--- src/rtl/adc_trigger.sv ---
// ADC threshold trigger: a capture/abs/metric pipeline feeding a rising-crossing
// FSM that emits a fixed-length AXI4-Stream burst followed by a holdoff period.
module adc_trigger #(
  parameter int ADC_DATA_WIDTH = 14,
  parameter int POST_SAMPLES   = 1024,
  parameter int HOLDOFF_CYCLES = 256
) (
  input  logic        aclk,
  input  logic        aresetn,
  output logic        adc_csn,
  input  logic [15:0] adc_dat_a,
  input  logic [15:0] adc_dat_b,
  input  logic [1:0]  mode,
  input  logic [15:0] trigger_level,
  input  logic        arm,
  output logic        triggered,
  output logic        overrun,
  output logic        m_axis_tvalid,
  input  logic        m_axis_tready,
  output logic [15:0] m_axis_tdata,
  output logic        m_axis_tlast
);

  localparam int          W         = ADC_DATA_WIDTH;
  localparam logic [15:0] LAST_BEAT = 16'(POST_SAMPLES - 1);
  localparam logic [15:0] HOLD_LAST = 16'(HOLDOFF_CYCLES - 1);

  typedef enum logic [1:0] {IDLE, ARMED, CAPTURE, HOLDOFF} state_t;

  state_t      state;
  logic [W-1:0] smp_a, smp_b;
  logic [W-1:0] abs_a, abs_b;
  logic [W-1:0] abs_a_c, abs_b_c, max_c;
  logic [W:0]   sum_c;
  logic [15:0]  metric, metric_prev, metric_c;
  logic [15:0]  beat_cnt, beat_next, hold_cnt;
  logic         crossing, accepted;
  logic         unused_lsbs;

  assign adc_csn     = 1'b1;
  assign unused_lsbs = ^{adc_dat_a[15-W:0], adc_dat_b[15-W:0]};

  // Two's-complement negate in W bits: the most negative code maps to 2^(W-1).
  always_comb begin
    abs_a_c  = smp_a[W-1] ? (~smp_a) + W'(1) : smp_a;
    abs_b_c  = smp_b[W-1] ? (~smp_b) + W'(1) : smp_b;
    sum_c    = {1'b0, abs_a} + {1'b0, abs_b};
    max_c    = (abs_a >= abs_b) ? abs_a : abs_b;
    metric_c = '0;
    case (mode)
      2'b00:   metric_c = 16'(sum_c);
      2'b01:   metric_c = 16'(max_c);
      2'b10:   metric_c = 16'(abs_a);
      default: metric_c = 16'(abs_b);
    endcase
  end

  always_ff @(posedge aclk) begin
    if (!aresetn) begin
      smp_a       <= '0;
      smp_b       <= '0;
      abs_a       <= '0;
      abs_b       <= '0;
      metric      <= '0;
      metric_prev <= '0;
    end else begin
      smp_a       <= adc_dat_a[15 -: W];
      smp_b       <= adc_dat_b[15 -: W];
      abs_a       <= abs_a_c;
      abs_b       <= abs_b_c;
      metric      <= metric_c;
      metric_prev <= metric;
    end
  end

  assign crossing  = (metric > trigger_level) && (metric_prev <= trigger_level);
  assign accepted  = m_axis_tvalid && m_axis_tready;
  assign beat_next = beat_cnt + 16'd1;

  always_ff @(posedge aclk) begin
    if (!aresetn) begin
      state         <= IDLE;
      beat_cnt      <= '0;
      hold_cnt      <= '0;
      triggered     <= 1'b0;
      overrun       <= 1'b0;
      m_axis_tvalid <= 1'b0;
      m_axis_tlast  <= 1'b0;
      m_axis_tdata  <= '0;
    end else begin
      case (state)
        IDLE: begin
          if (arm) begin
            state   <= ARMED;
            overrun <= 1'b0;
          end
        end
        ARMED: begin
          if (!arm) begin
            state <= IDLE;
          end else if (crossing) begin
            state         <= CAPTURE;
            triggered     <= 1'b1;
            beat_cnt      <= '0;
            m_axis_tvalid <= 1'b1;
            m_axis_tdata  <= metric;
            m_axis_tlast  <= (LAST_BEAT == '0);
          end
        end
        CAPTURE: begin
          // A new metric sample arrives every cycle; it is kept only if the
          // output register frees up in the same cycle, otherwise it is lost.
          if (accepted && m_axis_tlast) begin
            state         <= HOLDOFF;
            triggered     <= 1'b0;
            hold_cnt      <= '0;
            m_axis_tvalid <= 1'b0;
            m_axis_tlast  <= 1'b0;
          end else if (accepted) begin
            beat_cnt     <= beat_next;
            m_axis_tdata <= metric;
            m_axis_tlast <= (beat_next == LAST_BEAT);
          end else if (!m_axis_tvalid) begin
            m_axis_tvalid <= 1'b1;
            m_axis_tdata  <= metric;
            m_axis_tlast  <= (beat_cnt == LAST_BEAT);
          end else begin
            overrun <= 1'b1;
          end
        end
        HOLDOFF: begin
          if (hold_cnt == HOLD_LAST) begin
            state <= arm ? ARMED : IDLE;
          end else begin
            hold_cnt <= hold_cnt + 16'd1;
          end
        end
        default: state <= IDLE;
      endcase
    end
  end

endmodule

--- config.mk ---
export PLATFORM = sky130hd
export DESIGN_NAME = adc_trigger
export DESIGN_NICKNAME = d
export VERILOG_FILES = /design/src/rtl/adc_trigger.sv
export SDC_FILE = /design/constraint.sdc
export NUM_CORES = 1
export LEC_CHECK = 0
export ABC_AREA = 1
export BUFFER_PORTS_ARGS = -buffer_cell sky130_fd_sc_hd__buf_2
export CAP_MARGIN = 0
export CORE_MARGIN = 4
export CORE_UTILIZATION = 45
export DETAILED_ROUTE_END_ITERATION = 12
export REMOVE_ABC_BUFFERS = 1
export SYNTH_ARGS = -nofsm -noshare
export SYNTH_HDL_FRONTEND = slang
export SYNTH_SLANG_ARGS = --single-unit
export TNS_END_PERCENT = 100
--- constraint.sdc ---
create_clock -name aclk -period 5.75 [get_ports aclk]
set_input_delay 0.2875 -clock aclk [delete_from_list [all_inputs] [get_ports aclk]]
set_output_delay 0.2875 -clock aclk [all_outputs]
set_load 0.005 [all_outputs]
* Word-level counts from Yosys, hierarchy flattened *
Cells that the tools add are included.

storage, ports and cells
  flip-flop bits (word level) = 142
  input bits = 54
  logic and storage cells = 109

operators by class
  add/sub/neg operators = 5
  order comparisons = 3
  eq/ne operators = 22
  multiplexer cells = 43
  bitwise gates (word level) = 2
  reduce and logical (&&, ||, !) cells = 18

operators by type and width
  operator                 count
  $mux W16                 11
  $pmux W16 S2             3
  $pmux W15 S3             1
  $add A16 B1 Y16 const B  2
  $eq A16 B10 Y1 const B   2
  $add A14 B1 Y14 const B  2
  $not A14 Y14             2
  $mux W13                 2
  $ne A2 B2 Y1 const B     10
  $eq A16 B8 Y1 const B    1
  $gt A16 B16 Y1           1
  $le A16 B16 Y1           1
  $reduce_and A4 Y1        4
  $add A14 B14 Y15         1
  $mux W1                  15
  $reduce_and A5 Y1        3
  $ge A14 B14 Y1           1
  $mux W14                 1
  $mux W2                  5
  $ne A3 B3 Y1 const B     3
  $pmux W1 S2              4
  $pmux W2 S4              1
  $eq A2 B2 Y1 const B     3
  $reduce_bool A2 Y1       3
  other kinds (6)          11

* Depth between registers and ports, before layout *
Gate-level depths: netlist of the first run.

  depth in word-level cells = 5
  mapped depth = 18

* Worst setup path after synthesis of the first run *
No wires, ideal clock.

  kind = register -> register
  start = reg abs_a[0]
  end = reg metric[8]
  library setup time = 0.109 ns
  arrival = 1.773 ns
  required time = 5.641 ns
  path slack = 3.868 ns
  stages on the path, launching flop included = 12
  period minus slack after synthesis = 1.882 ns
  cells stage by stage = dfxtp_1 -> ha_1 -> fa_1 -> nand2_1 -> nand2_1 -> a21boi_1 -> o21ai_0 -> or2_0 -> nand3_1 -> nand3_1 -> nand2_1 -> inv_1

on the way
  cells in the longest elaborated chain, start to end = 3
  elaborated cells on any way between the ends = 4
  those cells by class = 1 x add/sub; 1 x order compare; 2 x mux

RTL lines
  item                    line  RTL
  from (decl)             32    logic [W-1:0] abs_a, abs_b;
  from (signal assigned)  69    abs_a <= abs_a_c;
  $ge A14 B14 Y1          48    max_c = (abs_a >= abs_b) ? abs_a : abs_b;
  $mux W14                48
  $pmux W15 S3 *          50    case (mode)
  to (signal assigned)    71    metric <= metric_c;
  to (decl)               35    logic [15:0] metric, metric_prev, metric_c;

Mark *: on every way between the ends. The rest lies on a longest branch, timed or not.
A chain may end at the register's enable or synchronous reset.

* Worst setup path in the final report of the first run *
  start = reg state[0]
  end = reg m_axis_tdata[14]

on the way
  cells in the longest elaborated chain, start to end = 3
  elaborated cells on any way between the ends = 9
  those cells by class = 6 x eq/ne; 1 x mux; 2 x reduce/logical

RTL lines
  item                                            line  RTL
  from (decl)                                     30    state_t state;
  from (signal assigned)                          133   state <= arm ? ARMED : IDLE;
  $eq A2 B2 Y1 or $eq A2 B1 Y1 (tied branches)    91    case (state)
  $ne A3 B3 Y1 (no line) (tied with other cells)  --
  $reduce_and A5 Y1 (no line)                     --
  to (signal assigned)                            106   m_axis_tdata <= metric;
  to (signal assigned)                            121   m_axis_tdata <= metric;
  to (signal assigned)                            125   m_axis_tdata <= metric;
  to (decl)                                       20    output logic [15:0] m_axis_tdata,

Parallel ways exist; a longest one is shown, timed or not.

==> results of run 1 <==
-- registers in the layout (all words and copies together) (netlist names), 14 cells and up, named ones only --
register and count:
smp_a 14, m_axis_tdata 15, smp_b 14, abs_b 14, abs_a 14, metric 15
beat_cnt 16, metric_prev 15, hold_cnt 16
-- area by class of cell --
| class | instances | area (sq um) |
|---|---|---|
| clock buffer | 19 | 453 |
| clock inverter | 12 | 139 |
| fill | 1805 | 8730 |
| inverter | 186 | 701 |
| multi-input combinational | 864 | 4560 |
| sequential | 139 | 2780 |
| tap | 229 | 287 |
| timing repair buffer | 72 | 370 |
-- per-layer routing --
metal | track usage [%] | up-vias | part of all wire, %
li1 | - | 4053 | -
met1 | 25.6 | 3259 | 51
met2 | 29.4 | 142 | 43
met3 | 3.23 | 21 | 4.5
met4 | 6.19 | 0 | 1.4
met5 | 0 | - | 0
-- how the worst min path moves through the flow --
stage                       start  depth (start not counted)  slack, ns        end
floorplan                 aresetn                          2       0.38   smp_a[0]
global placement         smp_a[4]                          1       0.44   abs_a[4]
detailed placement       smp_a[4]                          1       0.44   abs_a[4]
CTS                  adc_dat_b[6]                          3       0.03   smp_b[4]
global route        adc_dat_b[12]                          3       0.03  smp_b[10]
finish               adc_dat_b[2]                          3       0.04   smp_b[0]
-- synth_stat cells, types with 2 or more instances --
master / number
xnor2_1: 2
o211ai_1: 2
a31oi_1: 11
a211oi_1: 3
a21boi_0: 2
buf_6: 6
nor3_2: 6
o21ai_1: 13
conb_1: 2
dfxtp_1: 139
nor3_1: 19
inv_2: 6
buf_2: 5
o21bai_1: 2
or2_2: 4
nor2_2: 3
a21oi_1: 104
nand2_2: 6
o21ai_0: 81
nor2_1: 109
and3_1: 4
ha_1: 66
nand2_1: 295
a21oi_2: 2
nor4_1: 3
nand4_1: 15
buf_4: 8
a21o_1: 2
xor2_1: 7
clkbuf_1: 16
buf_1: 2
nand2_4: 4
nand3_1: 85
inv_1: 179
o31ai_1: 2
-- kinds of logic after synthesis --
group           Yosys count
compound gates          227
xor+xnor                  9
fa+ha+maj                67
buf+inv                 223
flops                   139
other cells               2
simple gates            559
-- worst reg2reg max path, stage by stage, from the launching register on --
cell	delay, ns
dfxtp_1	0.44
inv_1	0.09
ha_1	0.48
inv_1	0.29
nor2_2	0.09
inv_2	0.06
o21ai_1	0.08
nor3_4	0.61
nand2_4	0.26
nand2_1	0.12
a21oi_1	0.06
-- power groups by stage --
stage                     Sequential [uW]  Clock [uW]  Combinational, uW
after floorplan                      1140           0                600
after global placement               1160           0                802
final                                1140        1090                809
after detailed placement             1160           0                810
after global routing                 1160        1150                946
after CTS                            1140        1120                815
-- per-stage QoR --
step	cell area [sq um]	hold slack [ns]	total power, uW
global route	9290	0.0347	3260
CTS	9290	0.0255	3070
global placement	8700	0.443	1960
finish	9290	0.0449	3040
detailed placement	8700	0.441	1970
floorplan	8040	0.381	1740
==> impl_metrics.tcl, run 1 <==
set metrics [dict create \
    clk_latency_ns 0.42 \
    vias 7475 \
    endpoint "m_axis_tdata[14]" \
    row_count 49 \
    maxCapViolations 0 \
    netlist.area_leader.share_pct 33.7 \
    yosysUniqueCellTypes 46 \
    fin_nets 1401 \
    layout.cells.non_filler 1521 \
    synth_fa_ha_area_share_pct 10.2 \
    crit_path_max_fanout 20 \
    tightest_slew_ns 1.04 \
    postCtsSetupBuffers 0 \
    synth-simple-area-share_pct 29.3 \
    crit_cells 10 \
    clockBufferDepth 2 \
    grt_antenna_before_repair 0 \
    final_util_pct 51.5 \
    synth_area_leaders "dfxtp_1 (34%), nand2_1 (13%), ha_1 (10%), inv_1 (8.1%), a21oi_1 (6.3%)" \
    async_flop_share_pct 0 \
    synth_top_family_by_area "simple AND/OR/NAND/NOR gates" \
    dp_cells 1490 \
    status "completed" \
    rrSetupSlack_ns 3.03 \
    core-area_sq_mm 0.0180 \
    critPathCaptureType "flop" \
    numPortBuffers 68 \
    seq_area_frac_synth_pct 33.7 \
    rr_endpoint "m_axis_tdata[14]" \
    clockPowerShare_pct 35.8 \
    overflow 0 \
    holdBufCountCts 0 \
    max_stage_delay_ns 0.61 \
    worstRegToRegCells 10 \
    p_int_uw 2000 \
    grt_pass1_wl_mm 31.3 \
    cp_common_cell "inv_1" \
    clock_sinks 139 \
    fin_ws_ns 3.03 \
    diodes 0 \
    slew_headroom_pct 30.2 \
    place_congestion 0.885 \
    fin_skew_ns 0.00914 \
    area_delta_synth_final_pct 12.4 \
    p_comb_share_pct 26.6 \
    synth_seq_cells 139 \
    worstSetupPathType "reg2reg" \
    numCtsBuffers 17 \
    clk_pin_slew_ns 0.06 \
    period_minus_slack_ns 2.72 \
    synthFlopType "dfxtp_1" \
    wl_per_cell_um 12.0 \
    cts_resized 0 \
    synth_cells 1226 \
    dr.pass1.iters 5 \
    routed_wl_mm 18.3 \
    setup_violations 0 \
    ioPinCount 75 \
    layout_common_cells "nand2_1 (295), inv_1 (179), dfxtp_1 (139), nor2_1 (109), a21oi_1 (104)" \
    worstPathArrival_ns 3.01 \
    grt.total_usage_pct 18.5 \
    synth.cell_area_sq_mm 0.00826 \
    synth_compound_area_share_pct 14.6 \
    synth_top_area_cell "dfxtp_1" \
    synthXorXnorAreaFrac_pct 0.954 \
    cp_num_buf_inv 3 \
    cpLargestDelayFamily "simple AND/OR/NAND/NOR gates" \
    r2r-start "state[0]" \
    tns_ns 0 \
    fmax_ghz 0.368 \
    layout-drive-gt1-share_pct 10.8 \
    startpoint_type "flop" \
    p_seq_share_pct 37.6 \
    crit_start "state[0]" \
    hold_viol_final 0 \
    die_area_sq_mm 0.0206 \
    synth_edf_count 0 \
    cts_max_level 4 \
    synthMuxAreaShare_pct 0 \
    ys_warn_count 0 \
    die_h_um 144 \
    antenna_left 0 \
    ir_drop_uv 205 \
    dp_hpwl_mm 13.5 \
    p_leak_uw 0.00456 \
    rsz0062_at_grt "false" \
    cpMaxStageDelayCell "nor3_4" \
    drcViolationCount 0 \
    crit_required_ns 6.04 \
    p_sw_share_pct 34.2 \
    grt_max_degree 103 \
    cp_cell_sequence "inv_1, ha_1, inv_1, nor2_2, inv_2, o21ai_1, nor3_4, nand2_4, nand2_1, a21oi_1" \
    initial_utilization_pct 45.8 \
    power_density_mw_per_mm2 327 \
    cts_tree "built" \
    root_buffer "clkbuf_16" \
    fin_crit_sh_pct 47.3 \
    hold_path.class "in2reg" \
    die_w_um 144 \
    switchingPower_uw 1040 \
    drtIter0Drc 390 \
    pre_cts_ws_ns 2.94 \
    final_common_cell "nand2_1" \
    vias_per_cell 4.91 \
    grt_pass1_vias 6885 \
    avgSynthCellArea_sq_um 6.74 \
    final-max-slew-violation-count 0 \
]
Note: power is estimated with default switching activity, not from simulation.
==> run 2, diff against run 1 <==
==> constraint.sdc (replaced) <==
create_clock -name aclk -period 2.59 [get_ports aclk]
set_input_delay 0.1295 -clock aclk [delete_from_list [all_inputs] [get_ports aclk]]
set_output_delay 0.1295 -clock aclk [all_outputs]
set_load 0.005 [all_outputs]
==> run 2 against run 1 <==
Compared with the run above: hold slack improved by 0.064 ns; cell area increased by 3.4%; register-to-register slack got worse by 2.7 ns; clock skew is 0.0061 ns higher; sequential power up 120%; maximum frequency increased by 20%; clock-buffer cell count increased by 2; via count rose by 2.2%.
==> impl_metrics.tcl, run 2 (same netlist as run 1, synthesis figures left out) <==
set metrics [dict create \
    status "completed" \
    fin_nets 1435 \
    numCtsBuffers 17 \
    area_delta_synth_final_pct 16.3 \
    clockBufferDepth 2 \
    layout_common_cells "nand2_1 (295), inv_1 (179), dfxtp_1 (139), nor2_1 (109), a21oi_1 (104)" \
    num-fill-cells 1844 \
    final_common_cell "nand2_1" \
    fmax_ghz 0.443 \
    p_leak_uw 0.00470 \
    dr.pass1.iters 5 \
    antenna_left 0 \
    layout-drive-gt1-share_pct 10.7 \
    crit_required_ns 2.89 \
    ioPinCount 75 \
    diodes 0 \
    tightest_slew_ns 0.555 \
    final-max-slew-violation-count 0 \
    power_uw 6770 \
    die_h_um 144 \
    cts_resized 0 \
    hold_depth 3 \
    dp_hpwl_mm 14.0 \
    die_w_um 144 \
    row_count 49 \
    worstPathArrival_ns 2.56 \
    reg_top3 "beat_cnt (16), hold_cnt (16)" \
    worstRegToRegCells 11 \
    routed_wl_mm 18.9 \
    grt_max_degree 80 \
    setup_violations 0 \
    maxCapViolations 0 \
    fin_skew_ns 0.0153 \
    grt_antenna_before_repair 0 \
    clock_sinks 139 \
    critPathCaptureType "flop" \
    ff_latch_area_sq_mm 0.00278 \
    worstSetupPathType "reg2reg" \
    ir_drop_uv 442 \
    grt_pass1_wl_mm 32.3 \
    clk_pin_slew_ns 0.06 \
    fin_crit_sh_pct 87.1 \
    hold_viol_final 0 \
    hold_path.class "in2reg" \
    power_density_mw_per_mm2 704 \
    cts_tree "built" \
    core-area_sq_mm 0.0180 \
    startpoint_type "flop" \
    period_minus_slack_ns 2.26 \
    vias 7643 \
    rsz0062_at_grt "false" \
    vias_per_cell 4.92 \
    crit_path_max_fanout 4 \
    tns_ns 0 \
    overflow 0 \
    place_congestion 0.883 \
    drcViolationCount 0 \
    numPortBuffers 68 \
    grt_pass1_vias 6989 \
    drtIter0Drc 320 \
    initial_utilization_pct 45.8 \
    rrSetupSlack_ns 0.33 \
    final_util_pct 53.3 \
    postCtsSetupBuffers 0 \
    clk_latency_ns 0.42 \
    grt.total_usage_pct 19.1 \
    root_buffer "clkbuf_16" \
    die_area_sq_mm 0.0206 \
    slew_headroom_pct 63.0 \
    multi_input_area_sq_mm 0.00456 \
    cts_max_level 4 \
    wl_per_cell_um 12.2 \
    holdBufCountCts 28 \
]
-- run 2: changes by cell type in the layout (fill, tap and decap cells not counted), sizes merged --
cell,delta
inv,-2
dlygate4sd3,+28
buf,+6
clkbuf,+2
clkinv,+1
clkinvlp,-1
-- run 2: power breakdown --
| part | leakage [uW] | switching [uW] | total [uW] | internal, uW |
|---|---|---|---|---|
| Combinational | 0.00329 | 1210 | 1900 | 689 |
| Sequential | 0.00114 | 187 | 2540 | 2350 |
| Clock | 0.000270 | 895 | 2330 | 1440 |
-- run 2: metrics by stage --
stage	instances	cell area, sq um	hold slack [ns]	setup slack [ns]
after floorplan	1189	8040	0.223	0.0518
after global placement	1496	8760	0.312	0.422
after detailed placement	1496	8760	0.314	0.396
after CTS	1555	9610	0.0947	0.369
after global routing	1555	9610	0.117	0.144
final	1555	9610	0.108	0.333
-- run 2: layout make-up --
cell class | instances | area share (%)
Multi-Input combinational cell | 864 | 47.5
Sequential cell | 139 | 29.0
Clock inverter | 10 | 1.24
Timing Repair Buffer | 106 | 7.37
Clock buffer | 21 | 4.69
Tap cell | 229 | 2.98
Inverter | 186 | 7.29
-- run 2: worst paths after layout --
path	from	end
worst max-delay path	abs_b[0]	metric[8]
worst min-delay path	aresetn	smp_b[2]
worst max register to register	abs_b[0]	metric[8]
worst min register to register	smp_a[12]	abs_a[12]
-- run 2: worst max-delay path: stages (launching register included) --
cell      delay, ns
dfxtp_1        0.34
ha_1           0.26
fa_1           0.45
nand2_1        0.12
nand2_1        0.11
a21boi_1       0.23
o21ai_0        0.15
or2_0          0.22
nand3_1        0.07
nand3_1        0.06
nand2_1        0.09
inv_1          0.04
-- run 2: layer usage --
layer	vias to the layer above	routed length, um	global-route usage, %
met4	0	240	6.14
met5	-	0	0
met2	152	8320	30.2
met1	3348	9500	26.8
li1	4124	-	-
met3	19	875	3.00
==> run 3, diff against run 2 <==
--- a/config.mk
+++ b/config.mk
@@ -8,7 +8,7 @@
 export ABC_AREA = 1
 export BUFFER_PORTS_ARGS = -buffer_cell sky130_fd_sc_hd__buf_2
 export CAP_MARGIN = 0
-export CORE_MARGIN = 4
+export CORE_MARGIN = 2
 export CORE_UTILIZATION = 45
 export DETAILED_ROUTE_END_ITERATION = 12
 export REMOVE_ABC_BUFFERS = 1
==> run 3 against run 2 <==
Compared with the run above: hold slack lost 0.0026 ns; register-to-register slack improved by 0.05 ns; non-clock buffer count stayed put.
==> impl_metrics.tcl, run 3 (same netlist as run 1, synthesis figures left out) <==
set metrics [dict create \
    drtIter0Drc 337 \
    setup_violations 0 \
    ioPinCount 75 \
    area_delta_synth_final_pct 17.4 \
    r2r-start "abs_b[0]" \
    row_count 49 \
    vias_per_cell 4.89 \
    routed_wl_mm 18.9 \
    cts_tree "built" \
    drcViolationCount 0 \
    clk_pin_slew_ns 0.06 \
    fin_nets 1435 \
    fin_ws_ns 0.381 \
    layout.cells.non_filler 1556 \
    hold_start "m_axis_tready" \
    initial_utilization_pct 46.0 \
    dp_hpwl_mm 13.8 \
    fin_crit_sh_pct 85.3 \
    fin_skew_ns 0.0100 \
    hold_viol_final 0 \
    startpoint_type "flop" \
    period_minus_slack_ns 2.21 \
    worstSetupPathType "reg2reg" \
    dp_cells 1496 \
    clock_sinks 139 \
    worstPathArrival_ns 2.53 \
    layout-drive-gt1-share_pct 10.9 \
    cts_max_level 4 \
    tns_ns 0 \
    num-fill-cells 1795 \
    numPortBuffers 68 \
    rr_endpoint "metric[8]" \
    die_w_um 140 \
    rsz0062_at_grt "false" \
    reg_top3 "beat_cnt (16), hold_cnt (16)" \
    crit_path_max_fanout 4 \
    wl_per_cell_um 12.2 \
    clk_latency_ns 0.43 \
    placed_cell_area_sq_mm 0.00878 \
    grt_pass1_wl_mm 32.1 \
    pre_cts_ws_ns 0.407 \
    grt_max_degree 102 \
    dr.pass1.iters 4 \
    place_congestion 0.874 \
    grt_pass1_vias 7087 \
    die_h_um 140 \
    postCtsSetupBuffers 0 \
    power_density_mw_per_mm2 729 \
    die_area_sq_mm 0.0195 \
    slew_headroom_pct 61.7 \
    hold_path.class "in2reg" \
    ir_drop_uv 468 \
    vias 7603 \
    antenna_left 0 \
    root_buffer "clkbuf_16" \
    final_area_sq_mm 0.00970 \
    tightest_slew_ns 0.574 \
    diodes 0 \
    whs_endpoint "overrun" \
    hold_depth 4 \
    core-area_sq_mm 0.0180 \
    overflow 0 \
    clockBufferDepth 2 \
    numCtsBuffers 17 \
    final_common_cell "nand2_1" \
    final-max-slew-violation-count 0 \
    worstRegToRegCells 11 \
    critPathCaptureType "flop" \
    status "completed" \
    p_leak_uw 0.00474 \
    layout_common_cells "nand2_1 (295), inv_1 (179), dfxtp_1 (139), nor2_1 (109), a21oi_1 (104)" \
    grt.total_usage_pct 20.0 \
    fmax_ghz 0.453 \
    rrSetupSlack_ns 0.38 \
    crit_required_ns 2.92 \
    grt_antenna_before_repair 0 \
    maxCapViolations 0 \
]
run 3: cell count changes in the layout (fill, tap and decap cells not counted):
cell	change
clkbuf_1	-2
bufinv_16	+2
buf_4	-2
buf_12	+2
clkinv_4	+1
clkinv_2	-1
inv_6	+1
run 3: per-stage QoR:
step           utilization [%]  power (uW)  hold WS (ns)
2_1_floorplan                -        3870         0.223
3_3_place_gp              48.9        4450         0.312
3_5_place_dp              48.9        4480         0.312
4_1_cts                   54.0        7130        0.0936
5_1_grt                   54.0        7520         0.105
6_report                  54.0        7070         0.106
run 3: worst max path at each step:
stage / from / end / cells past startpoint
2_1_floorplan: state[0] / beat_cnt[0] / 8
6_report: abs_b[0] / metric[8] / 11
5_1_grt: abs_b[11] / metric[13] / 14
4_1_cts: metric[7] / beat_cnt[10] / 13
3_5_place_dp: abs_a[0] / metric[8] / 11
3_3_place_gp: metric[7] / beat_cnt[3] / 13
run 3: cell type report:
| type | count | area, sq um | area share, % |
|---|---|---|---|
| sequential | 139 | 2780 | 28.7 |
| inverter | 186 | 701 | 7.23 |
| clock buffer | 19 | 443 | 4.57 |
| multi-input combinational | 864 | 4560 | 47.0 |
| clock inverter | 13 | 191 | 1.97 |
| timing repair buffer | 106 | 733 | 7.56 |
| tap | 229 | 287 | 2.95 |
run 3: routing by layer:
metal / GRT usage [%] / share of wire, % / vias up
li1: - / - / 4126
met1: 26.6 / 51 / 3343
met2: 33.2 / 44 / 117
met3: 3.92 / 3.8 / 17
met4: 5.48 / 1.2 / 0
met5: 0 / 0 / -
run 3: what timing repair did:
action	CTS	global route
gates resized for setup	0	0
hold buffers	28	0
endpoints found under the hold margin	28	0
run 3: critical path, stage by stage (launching register included):
cell and delay [ns]:
dfxtp_1 0.34, ha_1 0.24, fa_1 0.44, nand2_1 0.11, nand2_1 0.11, a21boi_1 0.24, o21ai_0 0.14, or2_0 0.22
nand3_1 0.07, nand3_1 0.06, nand2_1 0.10, inv_1 0.04
run 3: power by group:
| group | internal (uW) | leakage, uW | total, uW | switching (uW) |
|---|---|---|---|---|
| Clock | 1640 | 0.000300 | 2600 | 960 |
| Sequential | 2350 | 0.00114 | 2540 | 186 |
| Combinational | 720 | 0.00330 | 1930 | 1210 |
